$ cat config.mk
export PLATFORM = sky130hd
export DESIGN_NAME = counter_sequencer
export DESIGN_NICKNAME = d
export VERILOG_FILES = /design/src/rtl/counter_sequencer.sv
export SDC_FILE = /design/constraint.sdc
export NUM_CORES = 1
export LEC_CHECK = 0
export CORE_ASPECT_RATIO = 1.5
export CORE_MARGIN = 2
export CORE_UTILIZATION = 65
export DETAILED_ROUTE_END_ITERATION = 8
export GPL_TIMING_DRIVEN = 0
export PLACE_DENSITY = 0.83
export SKIP_LAST_GASP = 1
export SLEW_MARGIN = 20
export SYNTH_ARGS = -nofsm -noshare
export SYNTH_HDL_FRONTEND = slang
export SYNTH_SLANG_ARGS = --single-unit
$ cat constraint.sdc
create_clock -name CLOCK_50 -period 10.86 [get_ports CLOCK_50]
set_clock_uncertainty 0.1 [all_clocks]
set_input_delay 2.172 -clock CLOCK_50 [delete_from_list [all_inputs] [get_ports CLOCK_50]]
set_output_delay 2.172 -clock CLOCK_50 [all_outputs]
set_load 0.02 [all_outputs]
$ cat src/rtl/counter_sequencer.sv
// Pushbutton front end for the DE2 loadable counter: debounced key strobes,
// prescaled auto-stepping and a steps-since-load counter with optional run length.
module counter_sequencer #(
    parameter int unsigned TICK_DIV    = 50000000,
    parameter int unsigned DIV_W       = 26,
    parameter int unsigned DEB_CYCLES  = 500000,
    parameter int unsigned SYNC_STAGES = 2
) (
    input  logic       CLOCK_50,
    input  logic       reset,
    input  logic       key_load_n,
    input  logic       key_step_n,
    input  logic       key_run_n,
    input  logic [2:0] load_val,
    input  logic [7:0] run_len,
    input  logic [1:0] div_sel,
    output logic       cnt_load,
    output logic [2:0] cnt_d,
    output logic       cnt_step,
    output logic [7:0] step_count,
    output logic [1:0] state,
    output logic       done
);

    localparam int unsigned NKEYS = 3;
    localparam int unsigned DEB_W = $clog2(DEB_CYCLES + 1);
    localparam logic [DEB_W-1:0] DEB_LAST = DEB_W'(DEB_CYCLES - 1);
    localparam logic [DIV_W-1:0] DIV_BASE = DIV_W'(TICK_DIV);

    typedef enum logic [1:0] {
        IDLE  = 2'd0,
        RUN   = 2'd1,
        PAUSE = 2'd2,
        DONE  = 2'd3
    } state_t;

    logic [NKEYS-1:0]       keys_c;
    logic [SYNC_STAGES-1:0] sync_q [NKEYS];
    logic [DEB_W-1:0]       deb_q  [NKEYS];
    logic [NKEYS-1:0]       level_q;
    logic [NKEYS-1:0]       press_q;

    logic ev_load, ev_run, ev_step;

    state_t           state_q, state_nx;
    logic [DIV_W-1:0] pre_q, pre_nx;
    logic [DIV_W-1:0] shifted_c, period_c;
    logic [7:0]       rem_q, rem_nx;
    logic             lim_q, lim_nx;
    logic [7:0]       count_nx;
    logic [2:0]       d_nx;
    logic             load_nx, step_nx, done_nx;
    logic             tick_c, do_step_c;

    // key index: 0 load, 1 run, 2 step (all active-low)
    assign keys_c = {key_step_n, key_run_n, key_load_n};

    // Synchronizer plus debouncer; a press is a released->pressed change of the debounced level
    always_ff @(posedge CLOCK_50 or posedge reset) begin
        if (reset) begin
            for (int i = 0; i < NKEYS; i++) begin
                sync_q[i] <= '1;
                deb_q[i]  <= '0;
            end
            level_q <= '1;
            press_q <= '0;
        end else begin
            for (int i = 0; i < NKEYS; i++) begin
                sync_q[i]  <= (sync_q[i] << 1) | SYNC_STAGES'(keys_c[i]);
                press_q[i] <= 1'b0;
                if (sync_q[i][SYNC_STAGES-1] == level_q[i]) begin
                    deb_q[i] <= '0;
                end else if (deb_q[i] == DEB_LAST) begin
                    level_q[i] <= sync_q[i][SYNC_STAGES-1];
                    deb_q[i]   <= '0;
                    press_q[i] <= ~sync_q[i][SYNC_STAGES-1];
                end else begin
                    deb_q[i] <= deb_q[i] + DEB_W'(1);
                end
            end
        end
    end

    assign ev_load = press_q[0];
    assign ev_run  = press_q[1];
    assign ev_step = press_q[2];

    // A period that shifts down to zero is treated as one tick per cycle
    assign shifted_c = DIV_BASE >> {div_sel, 1'b0};
    assign period_c  = (shifted_c == '0) ? DIV_W'(1) : shifted_c;
    assign tick_c    = (state_q == RUN) && (pre_q >= period_c - DIV_W'(1));

    assign state = state_q;

    // A limited run that has used up its steps finishes one cycle after its last step
    always_comb begin
        state_nx  = state_q;
        pre_nx    = pre_q;
        rem_nx    = rem_q;
        lim_nx    = lim_q;
        count_nx  = step_count;
        d_nx      = cnt_d;
        load_nx   = 1'b0;
        step_nx   = 1'b0;
        done_nx   = 1'b0;
        do_step_c = 1'b0;

        if (state_q == RUN) begin
            pre_nx = tick_c ? '0 : pre_q + DIV_W'(1);
        end

        if (ev_load) begin
            load_nx  = 1'b1;
            d_nx     = load_val;
            count_nx = '0;
            state_nx = IDLE;
        end else begin
            case (state_q)
                IDLE: begin
                    if (ev_run) begin
                        state_nx = RUN;
                        pre_nx   = '0;
                        rem_nx   = run_len;
                        lim_nx   = |run_len;
                    end else if (ev_step) begin
                        do_step_c = 1'b1;
                    end
                end
                RUN: begin
                    if (lim_q && (rem_q == '0)) begin
                        state_nx = DONE;
                        done_nx  = 1'b1;
                    end else if (ev_run) begin
                        state_nx = PAUSE;
                    end else if (tick_c) begin
                        do_step_c = 1'b1;
                        if (lim_q) rem_nx = rem_q - 8'd1;
                    end
                end
                PAUSE: begin
                    if (lim_q && (rem_q == '0)) begin
                        state_nx = DONE;
                        done_nx  = 1'b1;
                    end else if (ev_run) begin
                        state_nx = RUN;
                    end else if (ev_step) begin
                        do_step_c = 1'b1;
                        if (lim_q) rem_nx = rem_q - 8'd1;
                    end
                end
                DONE: begin
                    if (ev_run) begin
                        state_nx = RUN;
                        pre_nx   = '0;
                        rem_nx   = run_len;
                        lim_nx   = |run_len;
                    end
                end
                default: state_nx = IDLE;
            endcase
        end

        if (do_step_c) begin
            step_nx  = 1'b1;
            count_nx = step_count + 8'd1;
        end
    end

    always_ff @(posedge CLOCK_50 or posedge reset) begin
        if (reset) begin
            state_q    <= IDLE;
            pre_q      <= '0;
            rem_q      <= '0;
            lim_q      <= 1'b0;
            cnt_load   <= 1'b0;
            cnt_d      <= '0;
            cnt_step   <= 1'b0;
            step_count <= '0;
            done       <= 1'b0;
        end else begin
            state_q    <= state_nx;
            pre_q      <= pre_nx;
            rem_q      <= rem_nx;
            lim_q      <= lim_nx;
            cnt_load   <= load_nx;
            cnt_d      <= d_nx;
            cnt_step   <= step_nx;
            step_count <= count_nx;
            done       <= done_nx;
        end
    end

endmodule

# Yosys cells after proc, flatten, opt, wreduce, memory -nomap -nowiden
# Cells that the tools add are included.
# Widths: inputs -> output; s select.
dict set report classes {
  n_reduce_logical 14
  n_shift 1
  magnitude_cmp 1
  n_addsub 7
  muxes 48
  eq_ne 17
  bitwise 10
}
# operator n
set op_table {}
lappend op_table {{$mux 26} 6}
lappend op_table {{$mux 19} 6}
lappend op_table {{$mux 8} 10}
lappend op_table {{$add 19x1->19 const B} 3}
lappend op_table {{$eq 19x19->1 const B} 3}
lappend op_table {{$add 26x1->26 const B} 1}
lappend op_table {{$ge 26x26->1} 1}
lappend op_table {{$logic_not 26->1} 1}
lappend op_table {{$shr 26x3->26 const A} 1}
lappend op_table {{$sub 26x1->26 const B} 1}
lappend op_table {{$pmux 8 s3} 1}
lappend op_table {{$mux 1} 18}
lappend op_table {{$ne 2x2->1 const B} 6}
lappend op_table {{$mux 2} 5}
lappend op_table {{$add 8x1->8 const B} 1}
lappend op_table {{$logic_not 8->1} 1}
lappend op_table {{$reduce_and 8->1} 1}
lappend op_table {{$reduce_or 8->1} 1}
lappend op_table {{$sub 8x1->8 const B} 1}
lappend op_table {{$not 1->1} 7}
lappend op_table {{$or 2x1->2} 3}
lappend op_table {{$pmux 2 s3} 1}
lappend op_table {{$reduce_and 2->1} 3}
lappend op_table {{$eq 2x2->1 const B} 2}
lappend op_table {{other kinds (10)} 14}
dict set report word_totals {
  ff_bits 120
  elab_cells 117
  out_inout_bits 16
  in_bits 18
}

# Depth between registers and ports, before layout
# Gate-level depths: netlist of the first run.
dict set report depth {
  depth_word 12
  ltp_mapped 12
}

# Worst setup path before layout of the first run
# Ideal clock, no wire load.
dict set report synth_timing {
  path_kind {input to register}
  startpoint {input port div_sel[1]}
  endpoint {register step_count[1]}
  required_ps 10628
  t_arrival_ps 4133
  cell_stages 12
  setup_slack_ps 6495
  cell_sequence {inv_1 > ha_1 > inv_1 > ha_1 > nand4_1 > a21oi_1 > a2111oi_4 > nor3_2 > a211oi_2 > buf_6 > mux2i_1 > nor2_1}
}
dict set report synth_via {
  elab_chain_len 12
  elab_cells_between_ends 13
  classes_between {add/sub (1); order compare (1); shift (1); mux (7); reduce/logical (3)}
}
# element line_no
set synth_lines {}
lappend synth_lines {{from (decl)} 16} ;# input logic [1:0] div_sel,
lappend synth_lines {{$shr 26x3->26 (*)} 89} ;# assign shifted_c = DIV_BASE >> {div_sel, 1'b0};
lappend synth_lines {{$logic_not 26->1} 90} ;# assign period_c = (shifted_c == '0) ? DIV_W'(1) : shifted_c;
lappend synth_lines {{$mux 26 (*)} 90}
lappend synth_lines {{$sub 26x1->26 (*)} 91} ;# assign tick_c = (state_q == RUN) && (pre_q >= period_c - DIV_W'(1));
lappend synth_lines {{$ge 26x26->1 (*)} 91}
lappend synth_lines {{$logic_and 1x1->1 (*)} 91}
lappend synth_lines {{$mux 1 (*)} 135} ;# end else if (tick_c) begin
lappend synth_lines {{$mux 1 (*)} 133} ;# end else if (ev_run) begin
lappend synth_lines {{$mux 1 (*)} 130} ;# if (lim_q && (rem_q == '0)) begin
lappend synth_lines {{$pmux 1 s3 (*)} 118} ;# case (state_q)
lappend synth_lines {{$mux 1 (*)} 112} ;# if (ev_load) begin
lappend synth_lines {{$mux 8 / $reduce_bool 2->1 (equally long branches)} -}
lappend synth_lines {{to (signal assigned)} 188} ;# step_count <= count_nx;
lappend synth_lines {{to (decl)} 20} ;# output logic [7:0] step_count,
# Mark *: on every way between the ends. The rest lies on a longest branch, timed or not.
# A chain may end at the register's enable or synchronous reset.

# Worst setup path in the final report of the first run
# Ends and elaborated chain as after synthesis.

==> impl_metrics.env, run 1 <==
export IMPL_yosys_top_cells_count="111 x dfrtp_1, 107 x nor2_1, 51 x xor2_1"
export IMPL_cts_resized=0
export IMPL_cts_sinks=120
export IMPL_wl_per_cell_um=16.0
export IMPL_antennaDiodeCount=0
export IMPL_grt_max_degree=85
export IMPL_syn_inst=647
export IMPL_ir_drop_v=0.000132
export IMPL_place_gp_congestion=0.916
export IMPL_yosysTopAreaCellShare=0.435
export IMPL_synth_ff_type="dfrtp_1"
export IMPL_hold_path_depth=0
export IMPL_gr_total_overflow=0
export IMPL_cts_hold_fix_buffers=0
export IMPL_hold_path_class="reg -> reg"
export IMPL_crit_fanout=10
export IMPL_fill_cells=629
export IMPL_root_buffer="clkbuf_16"
export IMPL_grt_pass1_vias=5204
export IMPL_setup_tns_ns=0
export IMPL_cts_buffer_depth=2
export IMPL_final_hold_viol_count=0
export IMPL_core_area_sq_um=9630
export IMPL_cp_data_arrival_time_ns=5.32
export IMPL_ys_ff_latch=120
export IMPL_cp_data_required_time_ns=11.04
export IMPL_relSlewSlack=0.644
export IMPL_die_w_um=84.9
export IMPL_synth_top_area_cell="dfrtp_1"
export IMPL_rr_worst_depth=9
export IMPL_cts_htree_levels=4
export IMPL_fin_crit_sh=0.474
export IMPL_finalNetCount=755
export IMPL_first_pass_iters=4
export IMPL_vias_per_cell=5.93
export IMPL_async_flop_share=1.00
export IMPL_io_pins=34
export IMPL_place_hpwl_um=9470
export IMPL_powerDensity_nw_per_um2=136
export IMPL_fp_row_count=44
export IMPL_yosysMostFrequentCell="dfrtp_1"
export IMPL_whs_ns=0.255
export IMPL_chipHeight_um=125
export IMPL_layout_drive_gt1_share=0.0940
export IMPL_track_usage=0.268
export IMPL_via_count=4909
export IMPL_dieArea_sq_um=10600
export IMPL_synth_avg_cell_area_sq_um=9.87
export IMPL_cts_setup_buffers=0
export IMPL_max_cap_viol_count=0
export IMPL_clk_insertion_delay_late_ns=0.41
export IMPL_synth_edff_count=0
export IMPL_wl_um=13200
export IMPL_drc=0
export IMPL_synth_area_sq_um=6380
export IMPL_grt_pass1_wl_um=23100
export IMPL_slew_violations=0
export IMPL_area_growth_pct=16.4
export IMPL_cts_tree="built"
export IMPL_postRouteAntennaNets=0
export IMPL_worst_setup_path_end_kind="register"
export IMPL_max_freq_ghz=0.194
export IMPL_setup_viol=0
export IMPL_startpoint_type="input pin"
export IMPL_outcome="finished clean"
export IMPL_start_util=0.663
export IMPL_path_clk_slew_ns=0.05
export IMPL_ys_warn_count=0
export IMPL_fin_crit_ns=5.15
export IMPL_detail_route_iter0_violations=222
export IMPL_synthTopCellsByArea="dfrtp_1 44%, ha_1 7.3%, xor2_1 7.0%"
export IMPL_synth_seq_area_share=0.472
export IMPL_worst_slew_pin_slew_ns=0.534
export IMPL_ys_types=57
export IMPL_p_leak_nw=3.31
export IMPL_syn_num_nets=702
export IMPL_io_buffers=33
export IMPL_cts_made_buffers=17
export IMPL_critical_path_class="in -> reg"
export IMPL_antenna_found_initial=0
export IMPL_rsz0062_at_grt="no"
[flip-flops by register name (all words and copies together), names as in the netlist, 2 cells and up]
name / cells
deb_q: 57
pre_q: 26
rem_q: 8
step_count: 8
sync_q: 6
cnt_d: 3
level_q: 3
press_q: 3
state: 2
[per-stage QoR]
step | setup slack, ns | utilization | instances | cell area (sq um) | total power, mW
2_1_floorplan | 5.42 | - | 647 | 6380 | 0.487
3_3_place_gp | 3.90 | 0.712 | 795 | 6860 | 0.500
3_5_place_dp | 5.30 | 0.715 | 796 | 6890 | 0.504
4_1_cts | 5.72 | 0.772 | 828 | 7430 | 1.02
5_1_grt | 5.48 | 0.772 | 828 | 7430 | 1.04
6_report | 5.71 | 0.772 | 828 | 7430 | 1.01
[power by group]
group,switching [mW],internal (mW)
Clock,0.188,0.323
Sequential,0.00483,0.454
Combinational,0.0232,0.0147
[placed cells by master (no fill, tap or decap), drive strengths merged, types with 24 or more instances in the layout]
cell,n
dfrtp,111
nor2,107
xor2,51
nand3,45
nand2,43
ha,37
clkdlybuf4s50,33
a21oi,30
clkbuf,30
inv,26
xnor2,24
[critical path: stages]
cell	delay [ns]
clkdlybuf4s50_1	0.68
inv_1	0.20
ha_1	0.22
inv_1	0.12
ha_1	0.30
nand4_1	0.15
a21oi_1	0.09
a2111oi_4	0.42
nor3_2	0.09
a211oi_2	0.44
buf_6	0.20
mux2i_1	0.18
nor2_1	0.06
[kinds of logic after synthesis]
logic type	count (synthesis)	synth area share
XOR/XNOR	75	0.103
AND/OR/NAND/NOR	292	0.233
flip-flops	120	0.472
other	2	0.00118
AO/OA/AOI/OAI	72	0.0758
buffers and inverters	40	0.0268
adder cells (fa/ha/maj)	37	0.0725
multiplexers	9	0.0153
[cell type report]
type | count | area, sq um | share of cell area
Inverter | 26 | 103 | 0.0138
Buffer | 14 | 73.8 | 0.00993
Sequential cell | 120 | 3010 | 0.405
Clock buffer | 23 | 468 | 0.0629
Timing Repair Buffer | 34 | 358 | 0.0481
Multi-Input combinational cell | 487 | 3200 | 0.430
Clock inverter | 9 | 75.1 | 0.0101
Tap cell | 115 | 144 | 0.0194
[path summary, 6_finish.rpt]
check,startpoint,to,slack [ns]
worst min register to register,sync_q[4],sync_q[5],0.25
worst max register to register,state[0],rem_q[6],8.17
worst min-delay path,sync_q[4],sync_q[5],0.25
min in group asynchronous,reset,rem_q[3],2.04
worst max-delay path,div_sel[1],step_count[1],5.71
max in group asynchronous,reset,deb_q[18],7.89
[routing by layer]
metal  part of all wire  wire length [um]  GRT usage  up-vias
li1                   -                 -          -     2353
met1               0.39              5200      0.289     2440
met2               0.56              7390      0.494       79
met3              0.022               287     0.0554       37
met4              0.028               365      0.124        0
met5                  0                 0          0        -
Power figures use the tool's default switching activity.
==> inputs of run 2 (changes only) <==
CORE_UTILIZATION = 60   (was 65)
PLACE_DENSITY = 0.78   (was 0.83)
clock period = 5.1 ns   (was 10.86 ns; I/O delays follow)
==> run 2 against run 1 <==
Net effect:
- clock-buffer cell count is 1 higher
- sequential power is 110% higher
- sequential share of layout area is 0.46 points lower
- via count is 1.7% lower
- register-to-register slack worse by 5.8 ns
- worst hold slack better by 0.0024 ns
- cell count is 3.5% higher
- cell area is 1.1% higher
- combinational power is 110% higher
- clock power is 130% higher
- critical endpoint unchanged
==> impl_metrics.env, run 2 (same netlist as run 1, synthesis figures left out) <==
export IMPL_outcome="finished clean"
export IMPL_first_pass_iters=4
export IMPL_worst_setup_path_end_kind="register"
export IMPL_cts_sinks=120
export IMPL_cts_buffer_depth=2
export IMPL_setup_viol=0
export IMPL_via_count=4828
export IMPL_clkPwrFrac=0.531
export IMPL_grt_pass1_wl_um=22500
export IMPL_power_mw=2.25
export IMPL_p_leak_nw=3.32
export IMPL_start_util=0.610
export IMPL_wl_per_cell_um=15.4
export IMPL_p_sw_mw=0.465
export IMPL_whs_ns=0.257
export IMPL_fin_cells=857
export IMPL_multi_input_area_sq_um=3200
export IMPL_hold_path_class="reg -> reg"
export IMPL_grt_pass1_vias=4909
export IMPL_root_buffer="clkbuf_16"
export IMPL_worst_path_largest_cell_delay_ns=0.69
export IMPL_max_freq_ghz=0.248
export IMPL_io_pins=34
export IMPL_finalNetCount=755
export IMPL_p_seq_frac=0.433
export IMPL_final_common_cell="dfrtp_1"
export IMPL_fp_row_count=46
export IMPL_place_hpwl_um=9120
export IMPL_io_buffers=33
export IMPL_setup_slack_ns=1.07
export IMPL_cp_data_arrival_time_ns=4.21
export IMPL_cts_tree="built"
export IMPL_final_hold_viol_count=0
export IMPL_rsz0062_at_grt="no"
export IMPL_max_cap_viol_count=0
export IMPL_worst_slew_pin_slew_ns=0.520
export IMPL_layout_drive_gt1_share=0.0926
export IMPL_postRouteAntennaNets=0
export IMPL_place_gp_congestion=0.835
export IMPL_fin_crit_ns=4.03
export IMPL_antennaDiodeCount=0
export IMPL_largest_reg_flops=57
export IMPL_mostFrequentLayoutCells="111 x dfrtp_1, 107 x nor2_1, 51 x xor2_1"
export IMPL_antenna_found_initial=0
export IMPL_grt_max_degree=85
export IMPL_sw_frac_of_total=0.207
export IMPL_fin_crit_sh=0.790
export IMPL_internal_power_mw=1.79
export IMPL_wl_um=13200
export IMPL_vias_per_cell=5.63
export IMPL_gr_total_overflow=0
export IMPL_slew_violations=0
export IMPL_track_usage=0.252
export IMPL_cts_hold_fix_buffers=0
export IMPL_dieArea_sq_um=11500
export IMPL_top_register="deb_q"
export IMPL_chipHeight_um=130
export IMPL_startpoint_type="input pin"
export IMPL_critical_path_class="in -> reg"
export IMPL_path_clk_slew_ns=0.05
export IMPL_dp_cells=825
export IMPL_clk_insertion_delay_late_ns=0.41
export IMPL_pwr_share_comb=0.036
export IMPL_core_area_sq_um=10500
export IMPL_drc=0
export IMPL_detail_route_iter0_violations=212
export IMPL_cp_slowest_cell="clkdlybuf4s50_1"
export IMPL_crit_fanout=10
export IMPL_area_growth_pct=17.8
export IMPL_reg_top3="deb_q x57, pre_q x26"
export IMPL_crit_chain="clkdlybuf4s50_1, inv_1, ha_1, inv_1, ha_1, nand4_1, a21oi_1, a2111oi_4, nor3_2, a211oi_2, buf_6, mux2i_1, nor2_1"
export IMPL_cts_made_buffers=17
export IMPL_cp_top_family="buffers and inverters"
export IMPL_fill_cells=731
export IMPL_critPathBufInv=4
export IMPL_cts_setup_buffers=0
export IMPL_cts_resized=0
export IMPL_die_w_um=88.2
export IMPL_powerDensity_nw_per_um2=300
export IMPL_cp_data_required_time_ns=5.28
export IMPL_post_place_ws_ns=0.635
export IMPL_relSlewSlack=0.652
export IMPL_setup_tns_ns=0
export IMPL_seq_area_sq_um=3010
export IMPL_cts_htree_levels=4
export IMPL_ir_drop_v=0.000261
==> run 2: worst register-to-register path, delay by kind of cell (launching register included) <==
family                     cells  cell delay (ns)
AOI/OAI and AO/OA              3             0.76
adders and majority gates      1             0.37
buffers and inverters          3             0.39
DFF                            1             0.47
and+or+nand+nor                2             0.51
==> run 2: power groups by stage <==
stage | Sequential [mW] | Clock [mW] | Combinational, mW
CTS | 0.976 | 1.21 | 0.0826
floorplan | 0.989 | 0 | 0.0479
detailed placement | 0.991 | 0 | 0.0817
global placement | 0.991 | 0 | 0.0754
finish | 0.976 | 1.20 | 0.0808
global route | 0.977 | 1.25 | 0.0925
==> run 2: path summary, 6_finish.rpt <==
path	start	to	slack, ns	cells after the start
max	div_sel[1]	step_count[1]	1.07	13
min	sync_q[2]	sync_q[3]	0.26	0
max reg2reg	state[0]	rem_q[6]	2.39	9
min reg2reg	sync_q[2]	sync_q[3]	0.26	0
max in group asynchronous	reset	sync_q[1]	3.29	3
min in group asynchronous	reset	rem_q[2]	0.87	2
==> run 2: metal layers <==
| layer | track usage | wire length [um] |
|---|---|---|
| met1 | 0.292 | 5470 |
| met2 | 0.441 | 7140 |
| met3 | 0.0576 | 323 |
| met5 | 0 | 0 |
| met4 | 0.110 | 282 |
==> run 2: final cells by class <==
type                       instances  share of cell area
clock buffer                      24              0.0627
inverter                          26              0.0136
multi-input combinational        487               0.425
tap                              144              0.0240
buffer                            14             0.00982
sequential                       120               0.401
timing repair buffer              34              0.0476
clock inverter                     8              0.0160
==> run 2: per-stage QoR <==
| stage | instance area, sq um | util |
|---|---|---|
| 2_1_floorplan | 6380 | - |
| 3_3_place_gp | 6900 | 0.658 |
| 3_5_place_dp | 6930 | 0.661 |
| 4_1_cts | 7520 | 0.718 |
| 5_1_grt | 7520 | 0.718 |
| 6_report | 7520 | 0.718 |
==> inputs of run 3 (changes only) <==
CORE_UTILIZATION = 54   (was 60)
PLACE_DENSITY = 0.74   (was 0.78)
clock period = 3.3 ns   (was 5.1 ns; I/O delays follow)
==> run 3 against run 2 <==
Net effect:
- cell count rose by 1.5%
- combinational power grew 63%
- sequential cell count is the same
- critical path depth unchanged
- sequential share of layout area decreased by 1.1 points
- global-route usage down 2.5 points
- routed wire length is 1.2% higher
- die area increased by 11%
- worst hold slack got worse by 0.0022 ns
==> impl_metrics.env, run 3 (same netlist as run 1, synthesis figures left out) <==
export IMPL_hold_path_class="reg -> reg"
export IMPL_root_buffer="clkbuf_16"
export IMPL_wl_per_cell_um=15.4
export IMPL_start_util=0.554
export IMPL_gr_total_overflow=0
export IMPL_multi_input_area_sq_um=3250
export IMPL_dieArea_sq_um=12700
export IMPL_antennaDiodeCount=0
export IMPL_cts_buffer_depth=2
export IMPL_fin_crit_ns=3.06
export IMPL_antenna_found_initial=0
export IMPL_post_place_ws_ns=-0.769
export IMPL_place_hpwl_um=9290
export IMPL_core_area_sq_um=11500
export IMPL_power_mw=3.74
export IMPL_endpoint="step_count[7]"
export IMPL_grt_max_degree=35
export IMPL_powerDensity_nw_per_um2=484
export IMPL_path_clk_slew_ns=0.06
export IMPL_crit_fanout=8
export IMPL_largest_reg_flops=57
export IMPL_cp_data_arrival_time_ns=3.30
export IMPL_detail_route_iter0_violations=244
export IMPL_max_cap_viol_count=0
export IMPL_rsz0062_at_grt="no"
export IMPL_area_growth_pct=21.0
export IMPL_vias_per_cell=5.73
export IMPL_io_pins=34
export IMPL_p_leak_nw=3.41
export IMPL_fin_crit_sh=0.927
export IMPL_whs_ns=0.255
export IMPL_startpoint_type="input pin"
export IMPL_grt_pass1_vias=5150
export IMPL_relSlewSlack=0.572
export IMPL_cts_tree="built"
export IMPL_setup_tns_ns=0
export IMPL_final_common_cell="dfrtp_1"
export IMPL_cts_htree_levels=4
export IMPL_fp_row_count=48
export IMPL_via_count=4983
export IMPL_fin_cells=870
export IMPL_clk_insertion_delay_late_ns=0.42
export IMPL_ir_drop_v=0.000498
export IMPL_top_register="deb_q"
export IMPL_track_usage=0.227
export IMPL_final_core_util=0.670
export IMPL_finalNetCount=762
export IMPL_reg_top3="deb_q x57, pre_q x26"
export IMPL_postRouteAntennaNets=0
export IMPL_r2r_end="rem_q[4]"
export IMPL_worst_setup_path_end_kind="register"
export IMPL_cts_sinks=120
export IMPL_cp_data_required_time_ns=3.54
export IMPL_worstSetupStartpoint="div_sel[1]"
export IMPL_setup_viol=0
export IMPL_drc=0
export IMPL_rr_worst_depth=11
export IMPL_cts_hold_fix_buffers=0
export IMPL_worst_slew_pin_slew_ns=0.641
export IMPL_critical_path_class="in -> reg"
export IMPL_wl_um=13400
export IMPL_max_freq_ghz=0.327
export IMPL_grt_pass1_wl_um=23100
export IMPL_dpl_cell_area_sq_um=6970
export IMPL_fill_cells=906
export IMPL_die_w_um=92.8
export IMPL_slew_violations=0
export IMPL_outcome="finished clean"
export IMPL_seq_area_sq_um=3010
export IMPL_io_buffers=33
export IMPL_first_pass_iters=7
export IMPL_setup_slack_ns=0.240
export IMPL_dp_cells=833
export IMPL_mostFrequentLayoutCells="111 x dfrtp_1, 107 x nor2_1, 51 x xor2_1"
export IMPL_r2r_slack_ns=0.58
export IMPL_cts_made_buffers=17
export IMPL_layout_drive_gt1_share=0.118
export IMPL_place_gp_congestion=0.869
export IMPL_final_cell_area_sq_um=7730
export IMPL_chipHeight_um=137
export IMPL_final_hold_viol_count=0
export IMPL_rr_startpoint="state[0]"
==> run 3: changes by cell type in the layout (fill, tap and decap cells not counted), moves of 2 or more <==
cell             before  now
buf_12                0    3
clkdlybuf4s50_1      33   31
bufinv_16             3    6
clkinv_4              0    2
inv_6                 1    3
clkinv_2              3    1
ha_4                  0    2
ha_1                 37   35
clkbuf_1             12    8
clkbuf_8              2    0
buf_4                 0    5
==> run 3: how the worst min path moves through the flow <==
stage | endpoint | slack, ns | start | depth (start not counted)
detailed placement | sync_q[3] | 0.25 | sync_q[2] | 0
global placement | sync_q[3] | 0.25 | sync_q[2] | 0
finish | sync_q[3] | 0.26 | sync_q[2] | 0
floorplan | sync_q[1] | 0.25 | sync_q[0] | 0
global route | sync_q[5] | 0.26 | sync_q[4] | 0
CTS | sync_q[3] | 0.25 | sync_q[2] | 0
==> run 3: power by group <==
part / internal, mW / leakage (nW) / switching [mW]
sequential: 1.49 / 1.60 / 0.0160
clock: 1.42 / 0.322 / 0.679
combinational: 0.0534 / 1.49 / 0.0782
==> run 3: layout make-up <==
class	count	share of cell area
plain buffers	14	0.00955
clock inverters	14	0.0316
multi-input cells	487	0.421
repair buffers	41	0.0551
flip-flops and latches	120	0.390
inverters	26	0.0131
well taps	150	0.0243
clock buffers	18	0.0555
==> run 3: layer usage <==
layer / wire [um] / up-vias / track usage
met1: 5360 / 2484 / 0.250
met4: 285 / 0 / 0.0850
met3: 400 / 25 / 0.0514
li1: - / 2370 / -
met2: 7320 / 104 / 0.423
met5: 0 / - / 0
==> run 3: critical path, cell delays in order <==
cell and delay [ns]:
clkbuf_2 0.21, inv_1 0.17, ha_4 0.32, inv_1 0.08, ha_1 0.28, nand3_1 0.08, nor3_2 0.24, o311ai_2 0.16
nand3_2 0.17, a211oi_4 0.10, buf_4 0.17, or4_1 0.50, a21oi_1 0.15
==> run 3: timing repair <==
item / in CTS / in global routing
setup buffers: 0 / 5
pin swaps: 0 / 4
endpoints found under the setup margin: 38 / 36
resized for setup: 3 / 9
endpoints found under the hold margin: 0 / 0
